$ cat config.mk
export PLATFORM = sky130hd
export DESIGN_NAME = sid_hex_scroller_flat
export DESIGN_NICKNAME = d
export VERILOG_FILES = /design/src/rtl/sid_hex_scroller_if.sv /design/src/rtl/sid_hex_scroller.sv /design/src/flat_wrapper.sv
export SDC_FILE = /design/constraint.sdc
export NUM_CORES = 1
export LEC_CHECK = 0
export ABC_AREA = 1
export BUFFER_PORTS_ARGS = -buffer_cell sky130_fd_sc_hd__buf_2
export CAP_MARGIN = 20
export CORE_UTILIZATION = 45
export DETAILED_ROUTE_END_ITERATION = 16
export PLACE_DENSITY = 0.66
export SLEW_MARGIN = 20
export SYNTH_ARGS = -nofsm -noshare
export SYNTH_HDL_FRONTEND = slang
export SYNTH_SLANG_ARGS = --single-unit
$ cat constraint.sdc
create_clock -name clk -period 3.1 [get_ports clk]
set_input_delay 0.31 -clock clk [delete_from_list [all_inputs] [get_ports clk]]
set_output_delay 0.31 -clock clk [all_outputs]
set_load 0.005 [all_outputs]
$ cat src/rtl/sid_hex_scroller_if.sv
// Control and display bundle for the scrolling digit renderer.
// Segment fields keep the board pin names HEX0..HEX5.
interface sid_hex_scroller_if;
  logic       run;
  logic       restart;
  logic [6:0] HEX0;
  logic [6:0] HEX1;
  logic [6:0] HEX2;
  logic [6:0] HEX3;
  logic [6:0] HEX4;
  logic [6:0] HEX5;
  logic       wrap;

  modport master (
    output run, restart,
    input  HEX0, HEX1, HEX2, HEX3, HEX4, HEX5, wrap
  );

  modport slave (
    input  run, restart,
    output HEX0, HEX1, HEX2, HEX3, HEX4, HEX5, wrap
  );
endinterface

$ cat src/rtl/sid_hex_scroller.sv
// Scrolls a packed-BCD message right-to-left across HEX5..HEX0,
// one position per prescaled tick, padded by six blanks.
module sid_hex_scroller #(
  parameter int                   MSG_LEN     = 2,
  parameter logic [4*MSG_LEN-1:0] MSG         = 8'h23,
  parameter int                   TICK_CYCLES = 25_000_000
) (
  input  logic             clk,
  input  logic             reset,
  sid_hex_scroller_if.slave bus
);

  localparam int L  = MSG_LEN + 6;
  localparam int PW = $clog2(L);
  localparam int CW = $clog2(TICK_CYCLES);
  localparam int IW = PW + 1;

  localparam logic [PW-1:0] PMAX  = PW'(L - 1);
  localparam logic [CW-1:0] CMAX  = CW'(TICK_CYCLES - 1);
  localparam logic [IW-1:0] LLEN  = IW'(L);
  localparam logic [6:0]    BLANK = 7'b1111111;

  logic [PW-1:0] ptr;
  logic [CW-1:0] cnt;
  logic          wrap_q;
  logic [6:0]    hex_q [6];
  logic [6:0]    hex_d [6];

  function automatic logic [6:0] seg(input logic [3:0] d);
    logic [6:0] s;
    case (d)
      4'd0:    s = 7'b1000000;
      4'd1:    s = 7'b1111001;
      4'd2:    s = 7'b0100100;
      4'd3:    s = 7'b0110000;
      4'd4:    s = 7'b0011001;
      4'd5:    s = 7'b0010010;
      4'd6:    s = 7'b0000010;
      4'd7:    s = 7'b1111000;
      4'd8:    s = 7'b0000000;
      4'd9:    s = 7'b0010000;
      default: s = BLANK;
    endcase
    return s;
  endfunction

  // Window slot k reads buffer entry (ptr + 5 - k) mod L;
  // the sum is below 2L so one conditional subtract suffices.
  always_comb begin
    logic [IW-1:0] idx;
    idx = '0;
    for (int k = 0; k < 6; k++) begin
      hex_d[k] = BLANK;
      idx = {1'b0, ptr} + IW'(5 - k);
      if (idx >= LLEN)
        idx = idx - LLEN;
      if (int'(idx) < MSG_LEN)
        hex_d[k] = seg(MSG[4*(MSG_LEN-1-int'(idx)) +: 4]);
    end
  end

  always_ff @(posedge clk) begin
    if (reset) begin
      ptr    <= '0;
      cnt    <= '0;
      wrap_q <= 1'b0;
      for (int k = 0; k < 6; k++)
        hex_q[k] <= BLANK;
    end else begin
      wrap_q <= 1'b0;
      for (int k = 0; k < 6; k++)
        hex_q[k] <= hex_d[k];
      if (bus.restart) begin
        ptr <= '0;
        cnt <= '0;
      end else if (bus.run) begin
        if (cnt == CMAX) begin
          cnt <= '0;
          if (ptr == PMAX) begin
            ptr    <= '0;
            wrap_q <= 1'b1;
          end else begin
            ptr <= ptr + 1'b1;
          end
        end else begin
          cnt <= cnt + 1'b1;
        end
      end
    end
  end

  assign bus.HEX0 = hex_q[0];
  assign bus.HEX1 = hex_q[1];
  assign bus.HEX2 = hex_q[2];
  assign bus.HEX3 = hex_q[3];
  assign bus.HEX4 = hex_q[4];
  assign bus.HEX5 = hex_q[5];
  assign bus.wrap = wrap_q;

endmodule

$ cat src/flat_wrapper.sv
// flat-port wrapper written by rule: the top's interface ports become plain ports
module sid_hex_scroller_flat 
#(
  parameter int                   MSG_LEN     = 2,
  parameter logic [4*MSG_LEN-1:0] MSG         = 8'h23,
  parameter int                   TICK_CYCLES = 25_000_000
)
  (clk, reset, bus_run, bus_restart, bus_HEX0, bus_HEX1, bus_HEX2, bus_HEX3, bus_HEX4, bus_HEX5, bus_wrap);
  sid_hex_scroller_if bus_i ();
  input  logic clk;
  input  logic reset;
  input wire logic [$bits(bus_i.run)-1:0] bus_run;
  input wire logic [$bits(bus_i.restart)-1:0] bus_restart;
  output wire logic [$bits(bus_i.HEX0)-1:0] bus_HEX0;
  output wire logic [$bits(bus_i.HEX1)-1:0] bus_HEX1;
  output wire logic [$bits(bus_i.HEX2)-1:0] bus_HEX2;
  output wire logic [$bits(bus_i.HEX3)-1:0] bus_HEX3;
  output wire logic [$bits(bus_i.HEX4)-1:0] bus_HEX4;
  output wire logic [$bits(bus_i.HEX5)-1:0] bus_HEX5;
  output wire logic [$bits(bus_i.wrap)-1:0] bus_wrap;
  assign bus_i.run = bus_run;
  assign bus_i.restart = bus_restart;
  assign bus_HEX0 = bus_i.HEX0;
  assign bus_HEX1 = bus_i.HEX1;
  assign bus_HEX2 = bus_i.HEX2;
  assign bus_HEX3 = bus_i.HEX3;
  assign bus_HEX4 = bus_i.HEX4;
  assign bus_HEX5 = bus_i.HEX5;
  assign bus_wrap = bus_i.wrap;
  sid_hex_scroller #(.MSG_LEN(MSG_LEN), .MSG(MSG), .TICK_CYCLES(TICK_CYCLES)) u_core (.clk(clk), .reset(reset), .bus(bus_i));
endmodule
=== Word level (Yosys, flattened, before mapping) ===
Memories as Yosys holds them, arrays and structs flattened.
Index checks and enable logic that the tools add are counted.

* Add/sub/neg operators: 19
* $lt $le $gt $ge: 12
* Equal/unequal tests: 2
* Shift operators: 6
* Multiplexer cells: 24
* Bitwise logic cells: 8
* Reduce and logical (&&, ||, !) cells: 3

{| class="wikitable"
|+ Operators by type and width
! kind !! number
|-
| $shiftx 8x32->4 const A || 6
|-
| $mux 7 || 12
|-
| $sub 1x4->5 const A || 6
|-
| $add 25x1->25 const B || 1
|-
| $eq 25x25->1 const B || 1
|-
| $mux 25 || 1
|-
| $lt 4x2->1 const B || 6
|-
| $mux 4 || 6
|-
| $ge 4x4->1 const B || 5
|-
| $sub 4x4->4 const B || 5
|-
| $add 3x2->4 const B || 2
|-
| $add 3x3->4 const B || 2
|-
| $or 1x1->1 || 6
|-
| $add 3x1->4 const B || 1
|-
| $ge 3x4->1 const B || 1
|-
| $mux 1 || 4
|-
| $reduce_or 4->1 || 1
|-
| $sub 3x4->4 const B || 1
|-
| $add 3x1->3 const B || 1
|-
| $eq 3x3->1 const B || 1
|-
| $mux 3 || 1
|-
| $not 1->1 || 2
|-
| $reduce_and 2->1 || 1
|-
| $reduce_or 2->1 || 1
|}

* Register bits: 29
* RAM bits: 42
* ROM bits: 672
* Input bits: 4
* Output and inout port bits: 43
* Memories: 7

{| class="wikitable"
|+ Memory list
! name !! depth !! width !! read ports !! clocked after Yosys merged registers in !! write ports !! line !! RTL
|-
| (no name shown) || 16 || 7 || 1 || 0 || 0 || sid_hex_scroller.sv:31 || <nowiki>case (d)</nowiki>
|-
| (no name shown) || 16 || 7 || 1 || 0 || 0 || sid_hex_scroller.sv:31 ||
|-
| (no name shown) || 16 || 7 || 1 || 0 || 0 || sid_hex_scroller.sv:31 ||
|-
| (no name shown) || 16 || 7 || 1 || 0 || 0 || sid_hex_scroller.sv:31 ||
|-
| (no name shown) || 16 || 7 || 1 || 0 || 0 || sid_hex_scroller.sv:31 ||
|-
| (no name shown) || 16 || 7 || 1 || 0 || 0 || sid_hex_scroller.sv:31 ||
|-
| +1 memories || - || - || - || - || - || - ||
|}

=== Depth between registers and ports, before layout ===
An unclocked memory read counts as a cell.

* Word-level depth: 8
* Gate-level depth with buffers: 11
* Depth with buffers taken out: 10

=== Least setup slack after synthesis ===
OpenSTA, ideal clock, no wires.

* Kind: register -> register
* From: reg u_core.ptr[0]
* To: mem u_core.hex_q[0][2]
* Setup time: 0.147 ns
* Data arrival time: 1.679 ns
* Data required time: 2.953 ns
* Slack: 1.274 ns
* Stages on the path, launching flop included: 6
* Path buffers: 0
* Clock period less this slack: 1.826 ns
* Path through: dfxtp_1 > clkinv_1 > ha_1 > ha_1 > nor3_1 > o21ai_0

{| class="wikitable"
|+ RTL lines
! what !! line !! RTL
|-
| start: declaration || sid_hex_scroller.sv:23 || <nowiki>logic [PW-1:0] ptr;</nowiki>
|-
| start signal: assignment || sid_hex_scroller.sv:83 || <nowiki>ptr <= ptr + 1'b1;</nowiki>
|-
| end: declaration || sid_hex_scroller.sv:26 || <nowiki>logic [6:0] hex_q [6];</nowiki>
|}

==> parameters.txt <==
Parameter                              Value

Detailed routing
  Total number of vias    2,400
  Antenna violation net count after detailed routing    0
  Detailed Route Iter0 Violations    74
  Routed vias/inst    4.69
  Total detailed-routing wirelength    5650 um
  Remaining design rule violation count    0
  Average wire per cell in the routed design    11.0 um
  Length of the first detailed-routing pass in iterations    4

Pwr
  Power density of the placed cells    530 nW/um^2
  Highest ir drop seen on vdd    433 uV
  Net load switching power    0.382 mW
  Overall power consumption    1.78 mW
  Internal power    1.40 mW
  Combinational fraction of design power    2.1%
  Total leakage power    1.40 nW
  Clock network fraction of design power    50.5%
  Part of the total power dissipated in sequential elements    47.4%
  Switching power as a share of total power    21.5%

Layout
  Layout Area Growth over Synthesis    17.8%
  Final design area excluding fillers    3360 um^2
  Commonest non-fill, non-tap cell in the layout    nand2_1
  Most frequent cells in the layout    84 x nand2_1, 67 x nor2_1, 65 x dfxtp_1, 52 x inv_1, 46 x buf_2
  Post-layout net count    447
  Share of cells above drive strength 1    21.3%
  Fill cells    573
  Inserted Diodes    0

Clock network
  # H-tree levels    3
  Max clock buf depth    2
  Reg clk slew, reported paths    0.07 ns
  Post-CTS Setup Bufs    0
  Clock net sink count    65
  Latest clock arrival within the worst-skew pair    0.35 ns
  Number of CTS-inserted buffers    9
  Number of gates resized after cts    0
  Cell at the root of the clock tree    clkbuf_8
  Number of buffers inserted for hold repair after clock tree synthesis    0
  Clock tree from TritonCTS    done

STA
  Number of max-slew violations in the final report    0
  Final hold vios    0
  Min cycle time layout    2.20 ns
  Timing-limited maximum frequency    0.454 GHz
  Setup-failing EPs final    0
  Setup clock skew after layout    0.00907 ns
  Headroom to the max-slew limit    62.0%
  Final clock period utilization by the worst path    71.1%
  Hold Slack    0.284 ns
  Post-Route Setup TNS    0 ns
  Setup repair after global routing missed its margin    no
  Transition time of the tightest slew-check pin    0.565 ns

Logic synthesis
  Top cell type's share of synthesized area    45.7%
  Total of flip-flops plus latches after synthesis    65
  Most used flip-flop cell after synthesis    dfxtp_1
  Per-instance average area after synthesis    7.42 um^2
  Mapped Area    2850 um^2
  Yosys synthesis warning count    0
  Top cells by area in the synthesized netlist    dfxtp_1 46%, nand2_1 11%, nor2_1 8.8%, inv_1 6.9%, ha_1 4.8%
  Net Count, Synth    399
  Share of flip-flops with an asynchronous set or reset after synthesis    0%
  Count of mapped cells out of synthesis    384
  Seq/Total Area, Yosys    45.7%
  Number of distinct standard cells referenced by the synthesized netlist    27
  Number of synthesized flops with an enable pin    0
  Post-synth top area cell    dfxtp_1

Outcome
  Result of the run    finished, final reports clean

Floorplan
  Number of top-level pins    47
  Standard cell core area    6030 um^2
  Area of the die    6650 um^2
  Starting utilization of the core area    47.3%
  Die Height    81.6 um
  Number of standard-cell rows in the floorplan    28
  Chip width    81.6 um

Setup path
  Crit-path most repeated cell    ha_1
  Startpoint-to-endpoint class of the critical path    flip-flop to flip-flop
  Buffering stage count on the worst path with inverters included    1
  R2R Path End    u_core.hex_q[0][2]
  Data arrival time of the worst path    2.41 ns
  WP depth    5
  Worst setup endpoint    u_core.hex_q[0][2]
  Endpoint required time on the critical path    3.30 ns
  Crit-path cells    clkinv_1, ha_1, ha_1, nor3_1, o21ai_0
  Depth of the worst register-to-register path    5
  Largest stage delay on the critical path    0.48 ns
  Type of origin of the critical path    flip-flop
  Flop-to-flop setup slack    0.90 ns
  Reg2reg start    u_core.ptr[0]
  Critical-path maximum fanout    10
  Crit-path slowest cell    nor3_1
  CP Capture Type    flip-flop
  CP top delay family    adder cells
  Crit path from    u_core.ptr[0]

Global routing
  First-pass GRT wire length    9640 um
  Largest net degree at the start of global routing    17
  Vias in the first global route    2,211
  Total global-route track usage    19.3%
  Aggregate global routing overflow    0
  Number of antenna violations at the first check in global routing    0

Placed design
  Global placement routability congestion    0.884
  HPWL after DPL    4150 um
  # port buffers    46
  Placement Cell Area    3110 um^2

Job
  Maxcap violations    0

Hold path
  Path class of the lowest-slack min-delay path    primary input to flip-flop
-- layout make-up --
class	instances	area (um^2)	area share [%]
clock inverters	7	125	3.73
repair buffers	46	230	6.86
multi-input cells	251	1260	37.5
clock buffers	9	124	3.69
inverters	59	224	6.67
flip-flops and latches	65	1300	38.8
well taps	75	93.8	2.80
-- per-layer routing --
layer	vias up	global-route usage (%)	part of all wire (%)	routed length, um
li1	1265	-	-	-
met1	1054	22.4	45	2560
met2	69	32.7	47	2670
met3	12	4.44	5.4	305
met4	0	10.5	2.0	114
met5	-	0	0	0
-- worst min-delay path, cell delays in order --
cell,delay [ns]
buf_2,0.12
nor3_1,0.11
inv_1,0.06
-- power by group through the flow --
| stage | sequential (mW) | combinational, mW | clock [mW] |
|---|---|---|---|
| CTS | 0.843 | 0.0374 | 0.915 |
| floorplan | 0.864 | 0.0251 | 0 |
| finish | 0.843 | 0.0367 | 0.899 |
| global route | 0.844 | 0.0414 | 0.953 |
| detailed placement | 0.863 | 0.0373 | 0 |
| global placement | 0.863 | 0.0369 | 0 |
-- flip-flops by register name, indices dropped and copies added (netlist names) --
register,cells
u_core.ptr,3
u_core.hex_q,36
u_core.bus.wrap,1
u_core.cnt,25
-- synthesized netlist by cell type (all sizes together) (4+ instances only) --
cell,n
a21oi,4
buf,9
dfxtp,65
ha,11
inv,57
nand2,97
nand3,22
nand4,5
nor2,78
nor3,11
o21ai,13
xor2,6
-- per-stage QoR --
step | instances | worst slack [ns] | util [%]
floorplan | 384 | 1.27 | -
global placement | 496 | 0.958 | 51.6
detailed placement | 496 | 0.846 | 51.6
CTS | 512 | 0.848 | 55.7
global route | 512 | 0.636 | 55.7
finish | 512 | 0.897 | 55.7
-- kinds of logic (layout without fill, tap and decap cells) --
logic type               count (synthesis)  in the layout  share of synthesized area [%]
AND/OR/NAND/NOR                        214            214                           33.7
adder cells (fa/ha/maj)                 11             11                           4.83
XOR/XNOR                                 7              7                           2.15
flip-flops                              65             65                           45.7
buffers and inverters                   68            121                           10.2
AO/OA/AOI/OAI                           19             19                           3.47
-- how the worst min path moves through the flow --
stage / start / to / slack [ns] / cells past startpoint
after floorplan: reset / u_core.hex_q[0][29] / 0.45 / 2
final: reset / u_core.hex_q[0][29] / 0.28 / 3
after CTS: reset / u_core.hex_q[0][3] / 0.28 / 3
after detailed placement: u_core.cnt[0] / u_core.cnt[0] / 0.49 / 2
after global routing: reset / u_core.hex_q[0][31] / 0.31 / 3
after global placement: u_core.cnt[0] / u_core.cnt[0] / 0.48 / 2
Note: power is estimated with default switching activity, not from simulation.
